`src/rtl/block_scheduler.sv`:
```
// block_scheduler: splits a kernel's threads into blocks and hands them round-robin to compute cores.
module block_scheduler #(
  parameter int NUM_CORES         = 2,
  parameter int THREADS_PER_BLOCK = 4,
  parameter int THREAD_COUNT_BITS = 8,
  parameter int BLOCK_ID_BITS     = 8
) (
  input  logic                                                    clk,
  input  logic                                                    reset,
  input  logic                                                    start,
  input  logic [THREAD_COUNT_BITS-1:0]                            thread_count,
  input  logic [NUM_CORES-1:0]                                    core_done,
  output logic [NUM_CORES-1:0]                                    core_reset,
  output logic [NUM_CORES-1:0]                                    core_start,
  output logic [NUM_CORES-1:0][BLOCK_ID_BITS-1:0]                 core_block_id,
  output logic [NUM_CORES-1:0][$clog2(THREADS_PER_BLOCK):0]       core_thread_count,
  output logic                                                    busy,
  output logic                                                    done
);
  localparam int LG   = $clog2(THREADS_PER_BLOCK);
  localparam int CW   = LG + 1;
  localparam int CNTW = BLOCK_ID_BITS + 1;
  localparam int TW   = THREAD_COUNT_BITS + 1;
  localparam int RW   = NUM_CORES > 1 ? $clog2(NUM_CORES) : 1;
  typedef enum logic [1:0] {IDLE, RUN, DONE} fsm_e;
  typedef enum logic [1:0] {S_FREE, S_LOAD, S_RUN} slot_e;
  fsm_e                                fsm_q, fsm_d;
  slot_e                               slot_q [NUM_CORES];
  slot_e                               slot_d [NUM_CORES];
  logic [THREAD_COUNT_BITS-1:0]        t_q, t_d;
  logic [CNTW-1:0]                     total_q, total_d, disp_q, disp_d, ret_q, ret_d;
  logic [RW-1:0]                       rr_q, rr_d, sel, idx;
  logic [NUM_CORES-1:0]                core_reset_q, core_reset_d, core_start_q, core_start_d;
  logic [NUM_CORES-1:0][BLOCK_ID_BITS-1:0] core_block_id_q, core_block_id_d;
  logic [NUM_CORES-1:0][CW-1:0]        core_thread_count_q, core_thread_count_d;
  logic                                busy_q, busy_d, done_q, done_d;
  logic                                accept, found, dispatch;
  logic [CW-1:0]                       last_cnt;
  assign accept = start && fsm_q != RUN;
  always_ff @(posedge clk) begin
    if (reset) begin
      fsm_q               <= IDLE;
      slot_q              <= '{default: S_FREE};
      t_q                 <= '0;
      total_q             <= '0;
      disp_q              <= '0;
      ret_q               <= '0;
      rr_q                <= '0;
      core_reset_q        <= '1;
      core_start_q        <= '0;
      core_block_id_q     <= '0;
      core_thread_count_q <= '0;
      busy_q              <= 1'b0;
      done_q              <= 1'b0;
    end else begin
      fsm_q               <= fsm_d;
      slot_q              <= slot_d;
      t_q                 <= t_d;
      total_q             <= total_d;
      disp_q              <= disp_d;
      ret_q               <= ret_d;
      rr_q                <= rr_d;
      core_reset_q        <= core_reset_d;
      core_start_q        <= core_start_d;
      core_block_id_q     <= core_block_id_d;
      core_thread_count_q <= core_thread_count_d;
      busy_q              <= busy_d;
      done_q              <= done_d;
    end
  end
  always_comb begin
    fsm_d = fsm_q;
    if (accept) fsm_d = thread_count == '0 ? DONE : RUN;
    else if (fsm_q == RUN && ret_q == total_q) fsm_d = DONE;
  end
  always_comb begin
    t_d      = accept ? thread_count : t_q;
    total_d  = accept ? CNTW'((TW'(thread_count) + TW'(THREADS_PER_BLOCK - 1)) >> LG) : total_q;
    disp_d   = accept ? '0 : disp_q;
    ret_d    = accept ? '0 : ret_q;
    last_cnt = CW'(int'(t_q) - (int'(total_q) - 1) * THREADS_PER_BLOCK);
    sel      = '0;
    idx      = '0;
    found    = 1'b0;
    // first free slot at or after the round-robin pointer, wrapping
    for (int i = 0; i < NUM_CORES; i++) begin
      idx = RW'((int'(rr_q) + i) % NUM_CORES);
      if (!found && slot_q[idx] == S_FREE) begin
        found = 1'b1;
        sel   = idx;
      end
    end
    dispatch            = fsm_q == RUN && disp_q < total_q && found;
    rr_d                = dispatch ? RW'((int'(sel) + 1) % NUM_CORES) : rr_q;
    disp_d              = dispatch ? disp_q + CNTW'(1) : disp_d;
    slot_d              = slot_q;
    core_reset_d        = '0;
    core_start_d        = core_start_q;
    core_block_id_d     = core_block_id_q;
    core_thread_count_d = core_thread_count_q;
    for (int k = 0; k < NUM_CORES; k++) begin
      if (dispatch && sel == RW'(k)) begin
        slot_d[k]              = S_LOAD;
        core_reset_d[k]        = 1'b1;
        core_block_id_d[k]     = disp_q[BLOCK_ID_BITS-1:0];
        core_thread_count_d[k] = disp_q == total_q - CNTW'(1) ? last_cnt : CW'(THREADS_PER_BLOCK);
      end else if (slot_q[k] == S_LOAD) begin
        slot_d[k]       = S_RUN;
        core_start_d[k] = 1'b1;
      end else if (slot_q[k] == S_RUN && core_done[k]) begin
        slot_d[k]       = S_FREE;
        core_start_d[k] = 1'b0;
        ret_d           = ret_d + CNTW'(1);
      end
    end
    busy_d = fsm_d == RUN;
    done_d = fsm_d == DONE;
  end
  assign core_reset        = core_reset_q;
  assign core_start        = core_start_q;
  assign core_block_id     = core_block_id_q;
  assign core_thread_count = core_thread_count_q;
  assign busy              = busy_q;
  assign done              = done_q;
endmodule

```
`config.mk`:
```
export PLATFORM = sky130hd
export DESIGN_NAME = block_scheduler
export DESIGN_NICKNAME = d
export VERILOG_FILES = /design/src/rtl/block_scheduler.sv
export SDC_FILE = /design/constraint.sdc
export NUM_CORES = 1
export LEC_CHECK = 0
export ABC_AREA = 1
export CAP_MARGIN = 20
export CORE_ASPECT_RATIO = 1.75
export CORE_MARGIN = 2
export CORE_UTILIZATION = 55
export DETAILED_ROUTE_END_ITERATION = 6
export HOLD_SLACK_MARGIN = 0.08
export PLACE_DENSITY = 0.82
export SYNTH_ARGS = -nofsm -noshare
export SYNTH_HDL_FRONTEND = slang
export SYNTH_SLANG_ARGS = --single-unit
```
`constraint.sdc`:
```
create_clock -name clk -period 3.15 [get_ports clk]
set_input_delay 0.63 -clock clk [delete_from_list [all_inputs] [get_ports clk]]
set_output_delay 0.63 -clock clk [all_outputs]
set_load 0.05 [all_outputs]
```
* Word-level counts from Yosys, hierarchy flattened *
Cells that the tools add are included.

word-level totals
  output and inout bits = 28
  word-level logic and storage cells = 103
  ROM bits = 0
  latch bits = 0
  memory bits (writable) = 0
  memories kept = 0
  register bits = 63

operators by class
  divide/modulo/power cells = 0
  mux-type cells = 35
  shift operators = 0
  $add $sub $neg = 9
  equality and inequality tests = 10
  order comparisons = 3
  bitwise gates (word level) = 5
  $mul = 0
  reduce and logical (&&, ||, !) cells = 22

operators by type and width
  cell                   number
  $mux W9                9
  $add A9 B1 Y9 const B  3
  $mux W2                13
  $mux W1                12
  $add A8 B2 Y9 const B  1
  $eq A9 B7 Y1           1
  $eq A9 B9 Y1           1
  $logic_and A1 B1 Y1    9
  $lt A9 B7 Y1           1
  $eq A2 B1 Y1 const B   4
  $logic_not A8 Y1       1
  $sub A7 B1 Y8 const B  1
  $eq A2 B2 Y1 const B   3
  $reduce_bool A2 Y1     3
  $reduce_bool A3 Y1     2
  $ge A2 B2 Y1 const B   2
  $logic_not A2 Y1       2
  $not A1 Y2             2
  $reduce_and A2 Y1      2
  $reduce_or A2 Y1       2
  $mux W3                1
  $not A1 Y1             3
  $sub A3 B3 Y3          1
  $add A1 B1 Y1 const B  2
  other kinds (3)        3

* Depth between registers and ports, before layout *
  word-level depth = 16
  mapped depth = 20

* Worst setup path before layout *
OpenSTA, ideal clock, no wires.

  kind = input-to-reg
  start point = in start
  end point = reg ret_q[8]
  buffers on the path = 2
  arrival time = 2342 ps
  library setup time = 115 ps
  slack = 693 ps
  required time = 3035 ps
  stages on the path = 16
  path through = nand2_2 buf_6 inv_2 clkbuf_1 nor2_1 ha_1 nand2_1 nand2_2 ha_1 nand2_1 nor2_2 nand3_2 nor2_2 nand3_1 nand2_1 nor2_1

between the ends
  longest elaborated chain between the ends = 10

RTL lines
  what                     RTL line  text
  start: declaration       10        input logic start,
  $logic_and A1 B1 Y1 (*)  39        assign accept = start && fsm_q != RUN;
  $mux W9 (*)              80        ret_d = accept ? '0 : ret_q;
  $add A9 B1 Y9            113       ret_d = ret_d + CNTW'(1);
  $mux W9                  110       end else if (slot_q[k] == S_RUN && core_done[k]) begin
  $mux W9                  107       end else if (slot_q[k] == S_LOAD) begin
  $mux W9 (*)              102       if (dispatch && sel == RW'(k)) begin
  $add A9 B1 Y9            113
  $mux W9                  110
  $mux W9                  107
  $mux W9 (*)              102
  end signal: assignment   61        ret_q <= ret_d;
  end: declaration         31        logic [CNTW-1:0] total_q, total_d, disp_q, disp_d, ret_q, ret_d;

Mark *: on every way between the ends. The rest lies on a longest branch, timed or not.
A chain may end at the register's enable or synchronous reset.

* Final worst setup path *
  start point = in start
  end point = reg ret_q[6]

Same word-level chain as after synthesis.

==> impl_results.html <==
<table>
<tr><th>Metric</th><th>Value</th></tr>
<tr><th colspan="2">Yosys</th></tr>
<tr><td>Cell area after technology mapping</td><td>3330 um2</td></tr>
<tr><td>Sequential share of the synthesized area</td><td>37.9%</td></tr>
<tr><td>Dominant synthesized flop cell</td><td>sky130_fd_sc_hd__dfxtp_1</td></tr>
<tr><td>Register bit total from synthesis</td><td>63</td></tr>
<tr><td>Synth Warn #</td><td>0</td></tr>
<tr><td>Post-synth EDFFs</td><td>0</td></tr>
<tr><td>Average cell area after synthesis</td><td>7.08 um2</td></tr>
<tr><td>Share of Yosys cell area claimed by the top area cell type</td><td>37.9%</td></tr>
<tr><td>Number of instances in the synthesized netlist</td><td>470</td></tr>
<tr><td>Cell accounting for the most synthesized area</td><td>sky130_fd_sc_hd__dfxtp_1</td></tr>
<tr><td>Unique masters post-synth</td><td>36</td></tr>
<tr><td>Synthesized Nets</td><td>494</td></tr>
<tr><td>Async set-reset flop share out of synthesis</td><td>0%</td></tr>
<tr><td>Top cells by area, synth</td><td>sky130_fd_sc_hd__dfxtp_1, sky130_fd_sc_hd__nand2_1, sky130_fd_sc_hd__inv_1</td></tr>
<tr><th colspan="2">Drt</th></tr>
<tr><td>Overall routed net length</td><td>8.17 mm</td></tr>
<tr><td>Total vias in the final route</td><td>3190</td></tr>
<tr><td>Initial drt markers</td><td>147</td></tr>
<tr><td>First-pass DRT Iterations</td><td>6</td></tr>
<tr><td>Via density per instance</td><td>5.33</td></tr>
<tr><td>Post-route DRC violation count</td><td>0</td></tr>
<tr><td>Number of routed nets with antenna violations</td><td>0</td></tr>
<tr><td>Detailed-route wire length per cell</td><td>13.7 um</td></tr>
<tr><th colspan="2">STA</th></tr>
<tr><td>Post-layout minimum cycle time</td><td>2480 ps</td></tr>
<tr><td>Final Setup Violations</td><td>0</td></tr>
<tr><td>Final Hold Vio Count</td><td>0</td></tr>
<tr><td>Unrepaired setup endpoints after global routing</td><td>false</td></tr>
<tr><td>Highest clock frequency the design can meet</td><td>403 MHz</td></tr>
<tr><td>Largest clock skew in the final design</td><td>10.2 ps</td></tr>
<tr><td>Final Cycle Share</td><td>78.8%</td></tr>
<tr><td>Relative slew slack</td><td>55.9%</td></tr>
<tr><td>Slew at the pin closest to its max-slew limit</td><td>657 ps</td></tr>
<tr><td>Final hold slack</td><td>434 ps</td></tr>
<tr><td>Max-slew violation count</td><td>0</td></tr>
<tr><td>Fin Setup TNS</td><td>0 ps</td></tr>
<tr><th colspan="2">Power</th></tr>
<tr><td>Power per Cell Area</td><td>448 nW/um2</td></tr>
<tr><td>Sequential share of power</td><td>47.7%</td></tr>
<tr><td>Leakage Power</td><td>1.72 nW</td></tr>
<tr><td>Combinational share of power</td><td>17.6%</td></tr>
<tr><td>Clock network fraction of total power</td><td>34.7%</td></tr>
<tr><td>Int Power</td><td>0.00127 W</td></tr>
<tr><td>Highest ir drop seen on vdd</td><td>269 uV</td></tr>
<tr><td>Pwr Total</td><td>0.00179 W</td></tr>
<tr><td>Net Switching</td><td>0.000515 W</td></tr>
<tr><td>Share of total power consumed by net switching</td><td>28.9%</td></tr>
<tr><th colspan="2">Critical path</th></tr>
<tr><td>Endpoint class of the critical path</td><td>flip-flop</td></tr>
<tr><td>Flop-to-flop setup slack</td><td>940 ps</td></tr>
<tr><td>Required time at the worst-slack endpoint</td><td>3420 ps</td></tr>
<tr><td>Top fanout value on the critical path</td><td>10</td></tr>
<tr><td>Critical path origin</td><td>start</td></tr>
<tr><td>Crit path DAT</td><td>2750 ps</td></tr>
<tr><td>Kind of start point of the critical path</td><td>input pin</td></tr>
<tr><td>Origin of the critical flop-to-flop path</td><td>fsm_q[0]</td></tr>
<tr><td>Worst Path Class, Setup</td><td>in -&gt; reg</td></tr>
<tr><th colspan="2">Floorplanning</th></tr>
<tr><td>Width of the chip</td><td>62.8 um</td></tr>
<tr><td>Area of the die</td><td>6720 um2</td></tr>
<tr><td>DIE HEIGHT</td><td>107 um</td></tr>
<tr><td>Initial core utilization</td><td>56.6%</td></tr>
<tr><td>Row count</td><td>37</td></tr>
<tr><td>I/O pin cnt</td><td>41</td></tr>
<tr><td>Placeable Area</td><td>5880 um2</td></tr>
<tr><th colspan="2">Final layout</th></tr>
<tr><td>Proportion of layout cells with a drive suffix above 1</td><td>11.2%</td></tr>
<tr><td>Synthesis-to-layout area growth</td><td>19.7%</td></tr>
<tr><td>Number of standard cells in the layout, taps in and fillers out</td><td>598</td></tr>
<tr><td>Filler Cells Inserted</td><td>513</td></tr>
<tr><td># diodes</td><td>0</td></tr>
<tr><td>Utilization after layout</td><td>67.8%</td></tr>
<tr><td>Net count of the finished layout</td><td>542</td></tr>
<tr><th colspan="2">Placement</th></tr>
<tr><td>Gp weighted congestion</td><td>0.923</td></tr>
<tr><td>Post-Place Cells</td><td>585</td></tr>
<tr><td>Half-perimeter wire length after placement</td><td>6.38 mm</td></tr>
<tr><td>Port buffer count</td><td>40</td></tr>
<tr><th colspan="2">CTS</th></tr>
<tr><td>Number of buffers added by the clock tree synthesis step</td><td>9</td></tr>
<tr><td>Hold bufs inserted after CTS</td><td>0</td></tr>
<tr><td>TritonCTS clock tree</td><td>built</td></tr>
<tr><td>Worst skew pair latency</td><td>350 ps</td></tr>
<tr><td>Clock root buffer</td><td>sky130_fd_sc_hd__clkbuf_8</td></tr>
<tr><td>Setup bufs post-CTS</td><td>0</td></tr>
<tr><td>Quantity of gates resized following cts</td><td>0</td></tr>
<tr><td>Clock input transition at the sequential cells of the worst setup and hold paths</td><td>70 ps</td></tr>
<tr><td>Maximum clock insertion buffer count</td><td>2</td></tr>
<tr><td>H-tree levels</td><td>3</td></tr>
<tr><td>Clock sink count</td><td>63</td></tr>
<tr><th colspan="2">GRT</th></tr>
<tr><td>Number of global-route vias before repair</td><td>2988</td></tr>
<tr><td>All-Layer GR Usage</td><td>25.8%</td></tr>
<tr><td>Number of antenna violations at the first check in global routing</td><td>0</td></tr>
<tr><td>First-pass GRT wire length</td><td>13.5 mm</td></tr>
<tr><td>Maximum number of pins on one net before global-route repair</td><td>21</td></tr>
<tr><td>Residual overflow from global routing</td><td>0</td></tr>
<tr><th colspan="2">Worst hold path</th></tr>
<tr><td>Hold Startpoint</td><td>core_block_id[15]</td></tr>
<tr><td>Path category of the worst min-delay check</td><td>reg -&gt; reg</td></tr>
<tr><th colspan="2">Run status</th></tr>
<tr><td>Outcome</td><td>finished clean</td></tr>
<tr><th colspan="2">Flow run</th></tr>
<tr><td>Max-Cap Viols</td><td>0</td></tr>
</table>
## kinds of logic (layout without fill, tap and decap cells)
group	Yosys count	after routing	synth area share, %
flops	63	63	37.9
fa+ha+maj	11	11	4.13
compound gates	70	70	11.9
simple gates	238	238	33.0
buf+inv	71	121	8.46
xor+xnor	17	17	4.70
## through the flow
stage	setup slack (ps)	cell area (um2)
after global routing	398	3990
after floorplan	693	3330
after detailed placement	314	3820
after global placement	410	3820
final	669	3990
after CTS	676	3990
## layout by cell type (no fill, tap or decap)
master,instances
sky130_fd_sc_hd__nor4_1,2
sky130_fd_sc_hd__nand4_1,12
sky130_fd_sc_hd__nand3b_1,1
sky130_fd_sc_hd__nor3_1,10
sky130_fd_sc_hd__nand2_2,8
sky130_fd_sc_hd__nand3_1,24
sky130_fd_sc_hd__o31ai_1,3
sky130_fd_sc_hd__nor2_1,42
sky130_fd_sc_hd__o21ai_1,10
sky130_fd_sc_hd__xnor2_1,9
sky130_fd_sc_hd__o22ai_1,2
sky130_fd_sc_hd__inv_1,52
sky130_fd_sc_hd__nand3_4,1
sky130_fd_sc_hd__clkinv_1,1
sky130_fd_sc_hd__nand3b_2,1
sky130_fd_sc_hd__clkbuf_8,12
sky130_fd_sc_hd__nor2_4,3
sky130_fd_sc_hd__dfxtp_1,63
sky130_fd_sc_hd__a31oi_1,1
sky130_fd_sc_hd__clkdlybuf4s50_1,40
sky130_fd_sc_hd__a21oi_1,24
sky130_fd_sc_hd__o211a_1,3
sky130_fd_sc_hd__nand2_1,119
sky130_fd_sc_hd__o211ai_1,2
sky130_fd_sc_hd__o21bai_2,1
sky130_fd_sc_hd__ha_1,11
sky130_fd_sc_hd__xor2_2,1
sky130_fd_sc_hd__xor2_1,7
sky130_fd_sc_hd__a211oi_1,3
sky130_fd_sc_hd__o21ai_0,21
sky130_fd_sc_hd__nand3_2,2
sky130_fd_sc_hd__inv_2,11
sky130_fd_sc_hd__buf_4,4
sky130_fd_sc_hd__nor3_2,2
sky130_fd_sc_hd__or2_2,1
sky130_fd_sc_hd__nand4_2,1
sky130_fd_sc_hd__clkinv_2,1
sky130_fd_sc_hd__nor2_2,9
## path summary, 6_finish.rpt
| path | end | cells past startpoint |
|---|---|---|
| setup / recovery | ret_q[6] | 14 |
| hold / removal | core_block_id[15] | 2 |
| setup reg to reg | ret_q[7] | 17 |
| hold reg to reg | core_block_id[15] | 2 |
## per-layer routing
metal / GRT usage [%] / up-vias / wire [um]
li1: - / 1620 / -
met1: 24.1 / 1468 / 2980
met2: 50.4 / 77 / 4540
met3: 5.25 / 25 / 291
met4: 14.9 / 0 / 355
met5: 0 / - / 0
## flip-flops by register name (all words and copies together) (netlist names)
register,count
disp_q,9
done,1
total_q,7
core_reset,2
rr_q,1
busy,1
fsm_q,2
core_thread_count,6
ret_q,9
core_block_id,16
slot_q,4
t_q,3
core_start,2
## worst max-delay path: stages
cell and delay [ps]:
sky130_fd_sc_hd__clkdlybuf4s50_1 480, sky130_fd_sc_hd__nand2_2 140, sky130_fd_sc_hd__nand2_2 120, sky130_fd_sc_hd__inv_1 50
sky130_fd_sc_hd__ha_1 270, sky130_fd_sc_hd__nand2_1 60, sky130_fd_sc_hd__nand2_2 100, sky130_fd_sc_hd__ha_1 170
sky130_fd_sc_hd__nand2_1 70, sky130_fd_sc_hd__nor2_2 140, sky130_fd_sc_hd__nand3_2 110, sky130_fd_sc_hd__nor2_2 170
sky130_fd_sc_hd__nor2_1 80, sky130_fd_sc_hd__nor3_2 170
## cell usage after synthesis, types with 10 or more instances
cell / instances
sky130_fd_sc_hd__o21ai_0: 21
sky130_fd_sc_hd__nand3_1: 24
sky130_fd_sc_hd__nor2_1: 42
sky130_fd_sc_hd__nand2_1: 119
sky130_fd_sc_hd__nor3_1: 10
sky130_fd_sc_hd__inv_1: 52
sky130_fd_sc_hd__ha_1: 11
sky130_fd_sc_hd__a21oi_1: 24
sky130_fd_sc_hd__o21ai_1: 10
sky130_fd_sc_hd__dfxtp_1: 63
sky130_fd_sc_hd__nand4_1: 12
sky130_fd_sc_hd__inv_2: 11
## area by class of cell
class / count / area, um2 / area share [%]
Multi-Input combinational cell: 336 / 1790 / 44.8
Sequential cell: 63 / 1260 / 31.6
Timing Repair Buffer: 44 / 430 / 10.8
Inverter: 64 / 240 / 6.03
Clock buffer: 12 / 165 / 4.14
Tap cell: 78 / 97.6 / 2.45
Clock inverter: 1 / 5.00 / 0.126
## power by group through the flow
stage               registers, W  clock network, W  logic (W)
global route            0.000856          0.000665   0.000344
global placement        0.000869                 0   0.000304
CTS                     0.000852          0.000627   0.000314
floorplan               0.000895                 0   0.000193
finish                  0.000853          0.000619   0.000314
detailed placement      0.000870                 0   0.000313
Power figures use the tool's default switching activity.
